===== src/rtl/hd_cmd_pkg.sv =====
// hd_cmd_pkg: shared types and opcode decode for the HD63484-style command fetcher.
//   state_e      : fetcher FSM states (StIdle, StParam, StPresent)
//   Nib*/Sub*    : opcode nibble (op[15:12]) and control subtype (op[11:10]) constants
//   param_count  : op -> {known, count[3:0]}; count is the number of parameter words
package hd_cmd_pkg;

    typedef enum logic [1:0] {
        StIdle,
        StParam,
        StPresent
    } state_e;

    localparam logic [3:0] NibCtl  = 4'h0;
    localparam logic [3:0] NibWptn = 4'h1;
    localparam logic [3:0] NibLine = 4'h4;
    localparam logic [3:0] NibRct  = 4'h5;
    localparam logic [3:0] NibCrcl = 4'hC;
    // 0x8..0xB all share op[15:14] = 2'b10 (AMOVE/RMOVE class)
    localparam logic [1:0] MoveClass = 2'b10;

    localparam logic [1:0] SubOrg = 2'b01;
    localparam logic [1:0] SubWpr = 2'b10;
    localparam logic [1:0] SubRpr = 2'b11;

    function automatic logic [4:0] param_count(input logic [15:0] op);
        logic [4:0] res;
        res = 5'b0;
        case (op[15:12])
            NibCtl: begin
                case (op[11:10])
                    SubOrg:  res = {1'b1, 4'd2};
                    SubWpr:  res = {1'b1, 4'd1};
                    SubRpr:  res = {1'b1, 4'd0};
                    default: res = 5'b0;
                endcase
            end
            NibWptn:         res = {1'b1, {1'b0, op[2:0]} + 4'd1};
            NibLine, NibRct: res = {1'b1, 4'd2};
            NibCrcl:         res = {1'b1, 4'd1};
            default: begin
                if (op[15:14] == MoveClass) res = {1'b1, 4'd2};
                else                        res = 5'b0;
            end
        endcase
        return res;
    endfunction

endpackage


===== src/rtl/hd_cmd_decode.sv =====
// hd_cmd_decode: combinational opcode decoder.
//   op    in  WIDTH  opcode word (decode uses op[15:0])
//   known out 1      opcode is recognised
//   count out 4      number of parameter words that follow
module hd_cmd_decode
    import hd_cmd_pkg::*;
#(
    parameter int unsigned WIDTH = 16
) (
    input  logic [WIDTH-1:0] op,
    output logic             known,
    output logic [3:0]       count
);

    logic [4:0] dec;

    assign dec   = param_count(op[15:0]);
    assign known = dec[4];
    assign count = dec[3:0];

endmodule


===== src/rtl/hd_cmd_fetch.sv =====
// hd_cmd_fetch: pops command words from a show-ahead FIFO, gathers the parameters of each
// opcode and presents one complete command over a valid/ready handshake.
//   clk, rst_n               clock, asynchronous active-low reset
//   fifo_empty, fifo_data    FIFO head (valid whenever !fifo_empty)
//   fifo_rd                  pop strobe (combinational)
//   cmd_valid, cmd_ready     command handshake
//   cmd_opcode/param_cnt/params  presented command, param[i] at [i*WIDTH +: WIDTH]
//   busy                     state is not idle
//   err_unknown              one-cycle pulse when an undecodable opcode is dropped
//   err_timeout              one-cycle pulse on starvation abort
// Build option: define HDCMD_TIMEOUT_EN to abort a command whose parameters starve for
// TIMEOUT_CYCLES cycles; otherwise err_timeout is tied 0 and the wait is unbounded.
module hd_cmd_fetch
    import hd_cmd_pkg::*;
#(
    parameter int unsigned WIDTH          = 16,
    parameter int unsigned MAX_PARAMS     = 8,
    parameter int unsigned TIMEOUT_CYCLES = 1024
) (
    input  logic                        clk,
    input  logic                        rst_n,
    input  logic                        fifo_empty,
    input  logic [WIDTH-1:0]            fifo_data,
    output logic                        fifo_rd,
    output logic                        cmd_valid,
    input  logic                        cmd_ready,
    output logic [WIDTH-1:0]            cmd_opcode,
    output logic [3:0]                  cmd_param_cnt,
    output logic [MAX_PARAMS*WIDTH-1:0] cmd_params,
    output logic                        busy,
    output logic                        err_unknown,
    output logic                        err_timeout
);

    state_e     state_q;
    logic [3:0] idx_q;
    logic       dec_known;
    logic [3:0] dec_count;

    hd_cmd_decode #(
        .WIDTH (WIDTH)
    ) u_decode (
        .op    (fifo_data),
        .known (dec_known),
        .count (dec_count)
    );

    // Never pops while presenting, so a backlog waits for acceptance.
    assign fifo_rd   = ((state_q == StIdle) || (state_q == StParam)) && !fifo_empty;
    assign busy      = (state_q != StIdle);
    assign cmd_valid = (state_q == StPresent);

`ifdef HDCMD_TIMEOUT_EN
    localparam int unsigned TmoW = (TIMEOUT_CYCLES > 1) ? $clog2(TIMEOUT_CYCLES) : 1;
    localparam logic [TmoW-1:0] TmoLast = TmoW'(TIMEOUT_CYCLES - 1);

    logic [TmoW-1:0] tmo_q;
    logic            err_timeout_q;

    assign err_timeout = err_timeout_q;
`else
    logic unused_tmo;

    assign unused_tmo  = ^TIMEOUT_CYCLES;
    assign err_timeout = 1'b0;
`endif

    always_ff @(posedge clk or negedge rst_n) begin
        if (!rst_n) begin
            state_q       <= StIdle;
            idx_q         <= 4'd0;
            cmd_opcode    <= '0;
            cmd_param_cnt <= 4'd0;
            cmd_params    <= '0;
            err_unknown   <= 1'b0;
`ifdef HDCMD_TIMEOUT_EN
            tmo_q         <= '0;
            err_timeout_q <= 1'b0;
`endif
        end else begin
            err_unknown <= 1'b0;
`ifdef HDCMD_TIMEOUT_EN
            err_timeout_q <= 1'b0;
`endif
            unique case (state_q)
                StIdle: begin
                    if (!fifo_empty) begin
                        cmd_opcode    <= fifo_data;
                        cmd_params    <= '0;
                        cmd_param_cnt <= dec_count;
                        idx_q         <= 4'd0;
`ifdef HDCMD_TIMEOUT_EN
                        tmo_q         <= '0;
`endif
                        if (!dec_known)            err_unknown <= 1'b1;
                        else if (dec_count == 4'd0) state_q    <= StPresent;
                        else                        state_q    <= StParam;
                    end
                end
                StParam: begin
                    if (!fifo_empty) begin
                        for (int unsigned i = 0; i < MAX_PARAMS; i++) begin
                            if (idx_q == 4'(i)) cmd_params[i*WIDTH +: WIDTH] <= fifo_data;
                        end
                        idx_q <= idx_q + 4'd1;
`ifdef HDCMD_TIMEOUT_EN
                        tmo_q <= '0;
`endif
                        if (idx_q + 4'd1 == cmd_param_cnt) state_q <= StPresent;
                    end
`ifdef HDCMD_TIMEOUT_EN
                    else if (tmo_q == TmoLast) begin
                        // Starved: drop the partial command and leave outputs cleared.
                        state_q       <= StIdle;
                        err_timeout_q <= 1'b1;
                        tmo_q         <= '0;
                        idx_q         <= 4'd0;
                        cmd_opcode    <= '0;
                        cmd_param_cnt <= 4'd0;
                        cmd_params    <= '0;
                    end else begin
                        tmo_q <= tmo_q + 1'b1;
                    end
`endif
                end
                StPresent: begin
                    if (cmd_ready) state_q <= StIdle;
                end
                default: state_q <= StIdle;
            endcase
        end
    end

endmodule


===== config.mk =====
export PLATFORM = sky130hd
export DESIGN_NAME = hd_cmd_fetch
export DESIGN_NICKNAME = d
export VERILOG_FILES = /design/src/rtl/hd_cmd_pkg.sv /design/src/rtl/hd_cmd_decode.sv /design/src/rtl/hd_cmd_fetch.sv
export SDC_FILE = /design/constraint.sdc
export NUM_CORES = 1
export LEC_CHECK = 0
export ABC_AREA = 0
export CORE_AREA = 2 2 117 119
export CTS_CLUSTER_DIAMETER = 30
export DETAILED_ROUTE_END_ITERATION = 16
export DIE_AREA = 0 0 119 121
export GPL_TIMING_DRIVEN = 0
export MAX_ROUTING_LAYER = met4
export PLACE_DENSITY = 0.79
export REMOVE_ABC_BUFFERS = 1
export SLEW_MARGIN = 20
export SYNTH_ARGS = -nofsm -noshare
export SYNTH_HDL_FRONTEND = slang
export SYNTH_HIERARCHICAL = 1
export SYNTH_SLANG_ARGS = --single-unit

===== constraint.sdc =====
create_clock -name clk -period 1.9 [get_ports clk]
set_input_delay 0.38 -clock clk [delete_from_list [all_inputs] [get_ports clk]]
set_output_delay 0.38 -clock clk [all_outputs]
set_load 0.05 [all_outputs]

# After elaboration in Yosys (flattened, before gate mapping)
# Index checks and enable logic that the tools add are counted.
# word_totals
register_bits,155
output_inout_bits,153
wordCells,95
# classes
add_sub_neg,2
eq_ne,31
mux,27
bitwise,1
reduce_logical,21
# ops
operator,count
128-bit two-way mux,2
128-bit one-hot mux with 2 select lines,1
16-bit two-way mux,8
4-bit AND reduction,8
4-bit by 3-bit equality test with 1-bit output (second input constant),6
2-bit by 1-bit != test with 1-bit output (second input constant),11
5-bit one-hot mux with 4 select lines,1
5-bit one-hot mux with 3 select lines,1
4-bit logical NOT,3
2-bit two-way mux,6
2-bit equality test (second input constant),4
4-bit by 1-bit equality test with 1-bit output (second input constant),2
4-bit by 2-bit equality test with 1-bit output (second input constant),2
4-bit two-way mux,2
4-bit one-hot mux with 2 select lines,1
2-bit one-hot mux with 3 select lines,1
5-bit two-way mux,1
5-bit AND reduction,1
3-bit by 1-bit adder with 4-bit output (second input constant),1
4-bit by 1-bit adder with 4-bit output (second input constant),1
2-bit by 1-bit equality test with 1-bit output (second input constant),2
4-bit equality test,1
4-bit equality test (second input constant),1
2-bit != test (second input constant),2
10 further kinds,13

# Depth between registers and ports, before layout
# Gate-level depths: netlist of run 1.
# depth
ltp_word,8
ltp_mapped,8
depth_no_buf,7

# Cells and area by module
# Netlist of run 1, hierarchy kept.
# modules_own_cells
mod,instances,cells_each,area_each_um2
hd_cmd_fetch,1,541,6060.8
hd_cmd_decode,1,19,125.1

# Worst setup path after synthesis of run 1
# No wires, ideal clock.
# synth_path
path_type,in2reg
start,input fifo_data[0]
end,register state_q[0]
arrival_time_ns,1.849
required_time_ns,1.779
path_slack_ns,-0.070
stages,7
path_buffers,0
cell_sequence,ha_1 a221oi_1 o31ai_1 or4_1 nand3_1 nand2_1 o22a_1
# synth_between
elab_chain_cells,7
# synth_rtl
element,line_no,text
from (decl),hd_cmd_fetch.sv:23,"input logic [WIDTH-1:0] fifo_data,"
3-bit by 1-bit adder with 4-bit output,hd_cmd_pkg.sv:37,"NibWptn: res = {1'b1, {1'b0, op[2:0]} + 4'd1};"
5-bit one-hot mux with 4 select lines,hd_cmd_pkg.sv:28,case (op[15:12])
via dec_count[1],hd_cmd_fetch.sv:38,logic [3:0] dec_count;
4-bit logical NOT,hd_cmd_fetch.sv:96,else if (dec_count == 4'd0) state_q <= StPresent;
2-bit two-way mux,hd_cmd_fetch.sv:96,
2-bit two-way mux,hd_cmd_fetch.sv:95,if (!dec_known) err_unknown <= 1'b1;
2-bit two-way mux,hd_cmd_fetch.sv:87,if (!fifo_empty) begin
2-bit one-hot mux with 3 select lines,hd_cmd_fetch.sv:85,unique case (state_q)
to (signal assigned),hd_cmd_fetch.sv:96,
to (signal assigned),hd_cmd_fetch.sv:97,else state_q <= StParam;
to (signal assigned),hd_cmd_fetch.sv:109,if (idx_q + 4'd1 == cmd_param_cnt) state_q <= StPresent;
to (decl),hd_cmd_fetch.sv:35,state_e state_q;
# The timed path passes the listed nets, and every way through them passes these cells. The select of a mux whose other input is x is not followed.
# A chain may end at the register's enable or synchronous reset.

# Final worst setup path of run 1
# layout_path
start,register state_q[0]
end,output busy
# layout_between
elab_chain_cells,1
# layout_rtl
element,line_no,text
from (signal assigned),hd_cmd_fetch.sv:70,state_q <= StIdle;
from (signal assigned),hd_cmd_fetch.sv:96,
from (signal assigned),hd_cmd_fetch.sv:97,
2-bit nonzero test,hd_cmd_fetch.sv:50,assign busy = (state_q != StIdle);
to (decl),hd_cmd_fetch.sv:30,"output logic busy,"
# Every way passes these cells.

==> reports/results.ini, run 1 <==
[grt]
grt_usage_pct = 25.4
antenna_found_initial = 0
grt_pass1_vias = 4922
grt_pass1_wl_mm = 26.8
grt-ovfl-total = 0
grt_max_degree = 88

[finish]
seq_area_sq_um = 3880
finalNetCount = 761
fill_cells = 1048
area_growth_pct = 39.5
antenna_cells = 0
multiInputGateArea_sq_um = 2160
fin_util_pct = 65.9
drive_above_1_share_pct = 14.2

[timing]
slew_headroom_pct = 28.9
setup_viol = 45
period_share_pct = 106
timing.hold.ws_ns = 0.345
rsz0062_at_grt = yes
hold_violations = 0
final.setup_skew_ns = 0.00827
slew_viol_final = 0
fmax_mhz = 496
timing.final.crit_period_ns = 2.01
fin_ws_ns = -0.115
setup_tns_ns = -2.09
worstMarginPinSlew_ns = 1.07

[worst_setup_path]
crit_type = flop to primary output
crit_required_ns = 1.52
end_kind = primary output
cp.arrival_ns = 1.63
worst-path-max-fanout = 20
start_kind = flop

[yosys]
syn_area_sq_um = 6190
synth_common_cells = dfrtp_1, nand2_1, o21ai_0, o21ai_1, mux2_2
ys_types = 43
synth_top_area_share_pct = 62.7
ys_warn_count = 6
yosysMostFrequentCell = dfrtp_1
async_flop_share_pct = 100
synth-seq-area-share_pct = 62.7
synth_seq_cells = 155
synthCells = 560
syn_avg_cell_area_sq_um = 11.0
synth_area_leaders = dfrtp_1, nand2_1, o21ai_0
synth_top_area_cell = dfrtp_1
synth_edf_count = 0
ys.flop_type = dfrtp_1

[clock_network]
worstSkewPairLatency_ns = 0.42
cts_max_level = 4
clkSlewWorstSetupHoldPaths_ns = 0.06
cts_buffer_depth = 2
cts_root_buf = clkbuf_16
cts_inserted_buffers = 17
cts_tree = yes
cts_sinks = 155

[placed_design]
numPortBuffers = 171
dp_hpwl_mm = 10.9
gp_congestion = 0.873

[route]
avgRoutedWirePerCell_microns = 19.5
wirelength_mm = 18.0
viasPerCell = 5.34
dr.pass1.iters = 4
drtIter0Drc = 471
num_vias = 4938
drc_errors = 0
postRouteAntennaNets = 0

[floorplanning]
start_util_pct = 47.3
io_pins = 173
core_sq_um = 13100
die_w_microns = 119
die_y_microns = 121
rows = 42
dieArea_sq_um = 14400

[worst_hold_path]
hp-class = input port to flop

[job]
maxCapViolCount = 0

[status]
status = finished, violations left
violations = negative setup slack

state kept, by name (all words and copies together), names as in the netlist:
name / flops
idx_q: 4
cmd_params: 128
cmd_opcode: 16
cmd_param_cnt: 4
err_unknown: 1
state_q: 2
through the flow:
stage,cells,worst slack (ns),cell area (sq um)
after global routing,925,-0.173,8630
after CTS,915,-0.174,8450
after floorplan,527,-0.321,5900
final,925,-0.115,8630
after global placement,874,-5.35,7830
after detailed placement,877,-0.825,7930
cell type report:
cell class	count	area share, %
Clock buffer	22	5.38
Clock inverter	10	1.35
Inverter	5	0.450
Multi-Input combinational cell	373	25.0
Sequential cell	155	45.0
Tap cell	176	2.55
Timing Repair Buffer	184	20.2
routing by layer:
layer | GRT usage [%] | wire length, microns
met2 | 40.9 | 8940
met4 | 10.6 | 350
met5 | - | 0
met1 | 31.1 | 7570
met3 | 5.97 | 1180
kinds of logic (layout without fill, tap and decap cells):
| family | after synthesis | count (layout) | synth area share (%) |
|---|---|---|---|
| DFF | 155 | 155 | 62.7 |
| buffers and inverters | 38 | 221 | 5.08 |
| other | 1 | 1 | 0.0606 |
| muxes | 22 | 22 | 3.96 |
| adders and majority gates | 5 | 5 | 1.01 |
| xor gates and xnor gates | 7 | 7 | 0.991 |
| AOI/OAI and AO/OA | 151 | 157 | 13.6 |
| and+or+nand+nor | 181 | 181 | 12.6 |
critical path: stages (launching register included):
cell             delay [ns]
dfrtp_2                0.49
inv_8                  0.25
nand2_1                0.11
clkdlybuf4s15_2        0.35
path summary, 6_finish.rpt:
| kind | slack (ns) | start | cells after the start | end |
|---|---|---|---|---|
| hold reg to reg | 0.47 | cmd_params[41] | 2 | cmd_params[41] |
| setup / recovery | -0.11 | state_q[0] | 3 | busy |
| hold / removal | 0.35 | fifo_data[1] | 2 | cmd_opcode[1] |
| max in group asynchronous | 0.63 | rst_n | 3 | cmd_params[70] |
| min in group asynchronous | 0.50 | rst_n | 2 | err_unknown |
| setup reg to reg | -0.11 | idx_q[1] | 5 | cmd_params[31] |
cell usage in the layout, fill, tap and decap left out, types with 4 or more instances in the layout:
master,instances
xnor2_1,5
nor3_1,4
nand2_2,6
o21ai_4,12
buf_12,7
dfrtp_1,152
nand3_1,6
o21ai_1,35
clkdlybuf4s50_1,11
clkinvlp_4,5
and3b_1,4
dlygate4sd2_1,152
nand2_1,146
clkbuf_16,17
nor2_1,4
o21ai_0,97
mux2_2,20
repair_timing:
item | CTS | global route
buffers inserted | 3 | 6
hold buffers | 1 | 0
endpoints found under the hold margin | 68 | 0
pin swaps | 21 | 10
resized for setup | 194 | 13
gates cloned | 2 | 4
endpoints found under the setup margin | 274 | 103
Power of run 1 is left out: the tool's default activity adds up to more than one toggle a clock period on the data nets, which glitch-free logic cannot reach.
==> inputs of run 2 (changes only) <==
--- a/config.mk
+++ b/config.mk
@@ -14,6 +14,7 @@
 export MAX_ROUTING_LAYER = met4
 export PLACE_DENSITY = 0.79
 export REMOVE_ABC_BUFFERS = 1
+export SKIP_CTS_REPAIR_TIMING = 1
 export SLEW_MARGIN = 20
 export SYNTH_ARGS = -nofsm -noshare
 export SYNTH_HDL_FRONTEND = slang
==> run 2 against run 1 <==
Compared with the run above: the flow still finishes with violations (negative setup slack); design area is 6.6% higher; critical endpoint is now fifo_rd; flip-flop and latch count stayed put; final cell count is 0.22% lower; via count is 1.8% higher; setup slack worse by 0.029 ns; core utilization is 4.3 points higher; global-route usage is 1.2 points lower; register-to-register slack better by 0.03 ns; first-iteration DRC count is 4.5% lower; critical path type unchanged.
==> reports/results.ini, run 2 (synthesis gave the netlist of run 1 again) <==
[placed_design]
gp_congestion = 0.873  ; unchanged
place_inst = 877  ; unchanged
dp_hpwl_mm = 10.9  ; unchanged
numPortBuffers = 171  ; unchanged
place_area_sq_um = 7930  ; unchanged

[finish]
fin_util_pct = 70.3  ; was 65.9%
largest_reg_flops = 128  ; unchanged
final_common_cell = dlymetal6s2s_1
area_growth_pct = 48.6  ; was 39.5%
antenna_cells = 0  ; unchanged
regMostFlops = cmd_params  ; unchanged
finalNetCount = 759  ; was 761
finalInstanceArea_sq_um = 9200  ; was 8630 sq um
drive_above_1_share_pct = 13.5  ; was 14.2%
reg.largest.list = cmd_params: 128 flops, cmd_opcode: 16 flops  ; unchanged
final_cell_mix = dlymetal6s2s_1, dfrtp_1, nand2_1  ; was dfrtp_1, dlygate4sd2_1, nand2_1
fin_cells = 923  ; was 925

[clock_network]
cts_tree = yes  ; unchanged
cts_inserted_buffers = 17  ; unchanged
cts_sinks = 155  ; unchanged
cts_buffer_depth = 2  ; unchanged
cts_root_buf = clkbuf_16  ; unchanged
cts_max_level = 4  ; unchanged
worstSkewPairLatency_ns = 0.42  ; about the same
clkSlewWorstSetupHoldPaths_ns = 0.06  ; about the same

[worst_setup_path]
crit_required_ns = 1.52  ; about the same
cp_slowest_stage_delay_ns = 0.46  ; was 0.49 ns
r2r-start = idx_q[1]  ; unchanged
cp_num_buf_inv = 2  ; unchanged
startpoint = state_q[1]  ; was state_q[0]
slowest_stage = dfrtp_2  ; unchanged
end_kind = primary output  ; unchanged
start_kind = flop  ; unchanged
crit_type = flop to primary output  ; unchanged
path_cells = or2_4, inv_8, buf_4  ; was inv_8, nand2_1, clkdlybuf4s15_2
cp.arrival_ns = 1.66  ; was 1.63 ns
r2r_slack_ns = -0.08  ; was -0.11 ns
worst-path-max-fanout = 18  ; was 20
path_delay_family = flip-flops  ; was buffers and inverters

[timing]
setup_viol = 37  ; was 45
rsz0062_at_grt = yes  ; unchanged
period_share_pct = 108  ; was 106%
hold_violations = 0  ; unchanged
fmax_mhz = 489  ; was 496 MHz
timing.final.crit_period_ns = 2.04  ; was 2.01 ns
worstMarginPinSlew_ns = 0.985  ; was 1.07 ns
final.setup_skew_ns = 0.0101  ; was 0.00827 ns
slew_viol_final = 0  ; unchanged
slew_headroom_pct = 34.1  ; was 28.9%
fin_ws_ns = -0.144  ; was -0.115 ns

[floorplanning]
dieArea_sq_um = 14400  ; unchanged
die_y_microns = 121  ; unchanged
rows = 42  ; unchanged
start_util_pct = 47.3  ; unchanged
die_w_microns = 119  ; unchanged
core_sq_um = 13100  ; unchanged
io_pins = 173  ; unchanged

[route]
wirelength_mm = 19.0  ; was 18.0 mm
postRouteAntennaNets = 0  ; unchanged
dr.pass1.iters = 5  ; was 4
avgRoutedWirePerCell_microns = 20.6  ; was 19.5 microns
viasPerCell = 5.45  ; was 5.34
num_vias = 5029  ; was 4938
drtIter0Drc = 450  ; was 471
drc_errors = 0  ; unchanged

[grt]
grt_max_degree = 88  ; unchanged
grt_pass1_vias = 4810  ; was 4922
grt-ovfl-total = 0  ; unchanged
antenna_found_initial = 0  ; unchanged
grt_usage_pct = 24.2  ; was 25.4%
grt_pass1_wl_mm = 25.7  ; was 26.8 mm

[status]
status = finished, violations left  ; unchanged
violations = negative setup slack  ; unchanged

[worst_hold_path]
hold_start = fifo_data[0]  ; was fifo_data[1]
hp-class = input port to flop  ; unchanged

[job]
maxCapViolCount = 0  ; unchanged

==> run 2: cell count changes in the layout (fill, tap and decap cells not counted), moves of 3 or more <==
cell            before  now
nor3b_2              3    0
clkbuf_2             0    3
o21ai_0             97  103
dlymetal6s2s_1       1  154
dlygate4sd2_1      152    0
o21ai_1             35   29
nor3b_4              0    3
==> run 2: through the flow <==
stage          worst slack (ns)  setup TNS [ns]  hold WS [ns]
3_5_place_dp             -0.825          -38.36         0.369
5_1_grt                  -0.198           -4.05         0.341
6_report                 -0.144           -1.49         0.344
4_1_cts                  -0.872          -25.81       -0.0814
2_1_floorplan            -0.321          -13.94        0.0844
3_3_place_gp              -5.35         -912.55         0.463
==> run 2: worst register-to-register path, delay by kind of cell (launching register included) <==
family                   cells  cell delay, ns
AO/OA/AOI/OAI                2            1.00
flip-flops                   1            0.42
adder cells (fa/ha/maj)      1            0.16
AND/OR/NAND/NOR              1            0.15
buffers and inverters        1            0.09
==> run 2: routing by layer <==
layer	global-route usage, %	share of wire (%)
met5	-	0
met4	8.71	2.2
met3	5.87	6.4
met2	39.3	51
met1	29.7	41
==> run 2: layout make-up <==
cell class,instances,area (sq um)
flip-flops and latches,155,3880
inverters,5,33.8
clock buffers,22,464
multi-input cells,372,2180
fillers,855,3890
well taps,176,220
repair buffers,183,2290
clock inverters,10,116
==> run 2: path summary, 6_finish.rpt <==
| kind | cells after the start | endpoint |
|---|---|---|
| min in group asynchronous | 2 | err_unknown |
| hold reg to reg | 2 | cmd_params[95] |
| setup / recovery | 3 | fifo_rd |
| hold / removal | 2 | cmd_opcode[0] |
| setup reg to reg | 5 | cmd_params[31] |
| max in group asynchronous | 3 | cmd_params[89] |
Power of run 2 is left out for the same reason.
==> inputs of run 3 (changes only) <==
--- a/config.mk
+++ b/config.mk
@@ -12,7 +12,7 @@
 export DIE_AREA = 0 0 119 121
 export GPL_TIMING_DRIVEN = 0
 export MAX_ROUTING_LAYER = met4
-export PLACE_DENSITY = 0.79
+export PLACE_DENSITY_LB_ADDON = 0.2
 export REMOVE_ABC_BUFFERS = 1
 export SKIP_CTS_REPAIR_TIMING = 1
 export SLEW_MARGIN = 20
==> run 3 against run 2 <==
Compared with the run above: the flow still finishes with violations (negative setup slack); register-to-register slack gained 0.11 ns; core utilization grew 1.4 points; final cell count grew 0.87%; clock skew shrank 0.0061 ns; sequential share of layout area shrank 0.80 points; flip-flop and latch count is the same; setup slack gained 0.12 ns; maximum frequency grew 6.0%; wire length grew 0.68%; largest cell class unchanged.
==> reports/results.ini, run 3 (synthesis gave the netlist of run 1 again) <==
[status]
status = finished, violations left  ; unchanged
violations = negative setup slack  ; unchanged

[floorplanning]
die_y_microns = 121  ; unchanged
die_w_microns = 119  ; unchanged
rows = 42  ; unchanged
dieArea_sq_um = 14400  ; unchanged
start_util_pct = 47.3  ; unchanged
core_sq_um = 13100  ; unchanged
io_pins = 173  ; unchanged

[finish]
finalNetCount = 767  ; was 759
fin_util_pct = 71.7  ; was 70.3%
final_common_cell = dlymetal6s2s_1  ; unchanged
area_growth_pct = 51.6  ; was 48.6%
drive_above_1_share_pct = 14.4  ; was 13.5%
antenna_cells = 0  ; unchanged
reg.largest.list = cmd_params: 128 flops, cmd_opcode: 16 flops  ; unchanged
largest_reg_flops = 128  ; unchanged
final_cell_mix = dlymetal6s2s_1, dfrtp_1, nand2_1  ; unchanged
regMostFlops = cmd_params  ; unchanged

[worst_setup_path]
path_delay_family = flip-flops  ; unchanged
path_cells = or2_4, clkinv_8, buf_12  ; was or2_4, inv_8, buf_4
r2r_slack_ns = 0.03  ; was -0.08 ns
cp.arrival_ns = 1.55  ; was 1.66 ns
slowest_stage = dfrtp_2  ; unchanged
end_kind = primary output  ; unchanged
crit_type = flop to primary output  ; unchanged
crit_required_ns = 1.52  ; about the same
cp_slowest_stage_delay_ns = 0.46  ; about the same
worst-path-max-fanout = 19  ; was 18
start_kind = flop  ; unchanged
cp_num_buf_inv = 2  ; unchanged

[clock_network]
cts_root_buf = clkbuf_16  ; unchanged
cts_inserted_buffers = 17  ; unchanged
cts_tree = yes  ; unchanged
cts_buffer_depth = 2  ; unchanged
clkSlewWorstSetupHoldPaths_ns = 0.06  ; about the same
cts_sinks = 155  ; unchanged
cts_max_level = 4  ; unchanged
worstSkewPairLatency_ns = 0.43  ; was 0.42 ns

[route]
routed-wl-met2_mm = 9.33  ; was 9.68 mm
wl_met3_mm = 1.33  ; was 1.22 mm
wl_met1_mm = 8.04  ; was 7.71 mm
wirelength_mm = 19.2  ; was 19.0 mm
postRouteAntennaNets = 0  ; unchanged
drtIter0Drc = 363  ; was 450
avgRoutedWirePerCell_microns = 20.6  ; about the same
viasPerCell = 5.42  ; was 5.45
num_vias = 5050  ; was 5029
maxUsedRoutingLayer = met4  ; unchanged
dr.pass1.iters = 7  ; was 5
drc_errors = 0  ; unchanged

[timing]
timing.hold.ws_ns = 0.351  ; was 0.344 ns
rsz0062_at_grt = yes  ; unchanged
slew_headroom_pct = 53.2  ; was 34.1%
final.setup_skew_ns = 0.00397  ; was 0.0101 ns
worstMarginPinSlew_ns = 0.699  ; was 0.985 ns
timing.final.crit_period_ns = 1.93  ; was 2.04 ns
setup_viol = 1  ; was 37
fmax_mhz = 519  ; was 489 MHz
fin_ws_ns = -0.0273  ; was -0.144 ns
slew_viol_final = 0  ; unchanged
hold_violations = 0  ; unchanged
period_share_pct = 101  ; was 108%

[placed_design]
place_ws_ns = -0.806  ; was -0.825 ns
dp_hpwl_mm = 10.7  ; was 10.9 mm
numPortBuffers = 171  ; unchanged
gp_congestion = 0.830  ; was 0.873

[grt]
grt_usage_pct = 24.1  ; was 24.2%
grt_pass1_vias = 4635  ; was 4810
antenna_found_initial = 0  ; unchanged
grt-ovfl-total = 0  ; unchanged
grt_max_degree = 83  ; was 88
grt_pass1_wl_mm = 25.4  ; was 25.7 mm

[worst_hold_path]
hp-class = input port to flop  ; unchanged

[job]
maxCapViolCount = 0  ; unchanged

## run 3: path summary, 6_finish.rpt
path	start	depth (start not counted)	endpoint
setup / recovery	state_q[1]	3	fifo_rd
max in group asynchronous	rst_n	3	idx_q[0]
hold / removal	fifo_data[0]	2	cmd_opcode[0]
min in group asynchronous	rst_n	2	cmd_params[23]
setup reg to reg	idx_q[3]	4	cmd_params[120]
hold reg to reg	cmd_params[92]	2	cmd_params[92]
## run 3: final cells by class
class	instances	area [sq um]
clock buffers	22	474
clock inverters	10	163
repair buffers	190	2410
inverters	5	43.8
multi-input cells	373	2180
flip-flops and latches	155	3880
well taps	176	220
fillers	889	3710
## run 3: per-stage QoR
stage               TNS, ns  area (sq um)  instances
CTS                  -26.31          8600        910
finish              -0.0273          9380        931
detailed placement   -32.30          7960        878
global route         -0.255          9380        931
global placement    -915.42          7830        874
floorplan            -13.94          5900        527
## run 3: layer usage
layer	global-route usage (%)	up-vias
met5	-	-
met2	37.2	201
met1	30.5	2554
li1	-	2262
met3	6.30	33
met4	9.45	0
Power of run 3 is left out for the same reason.
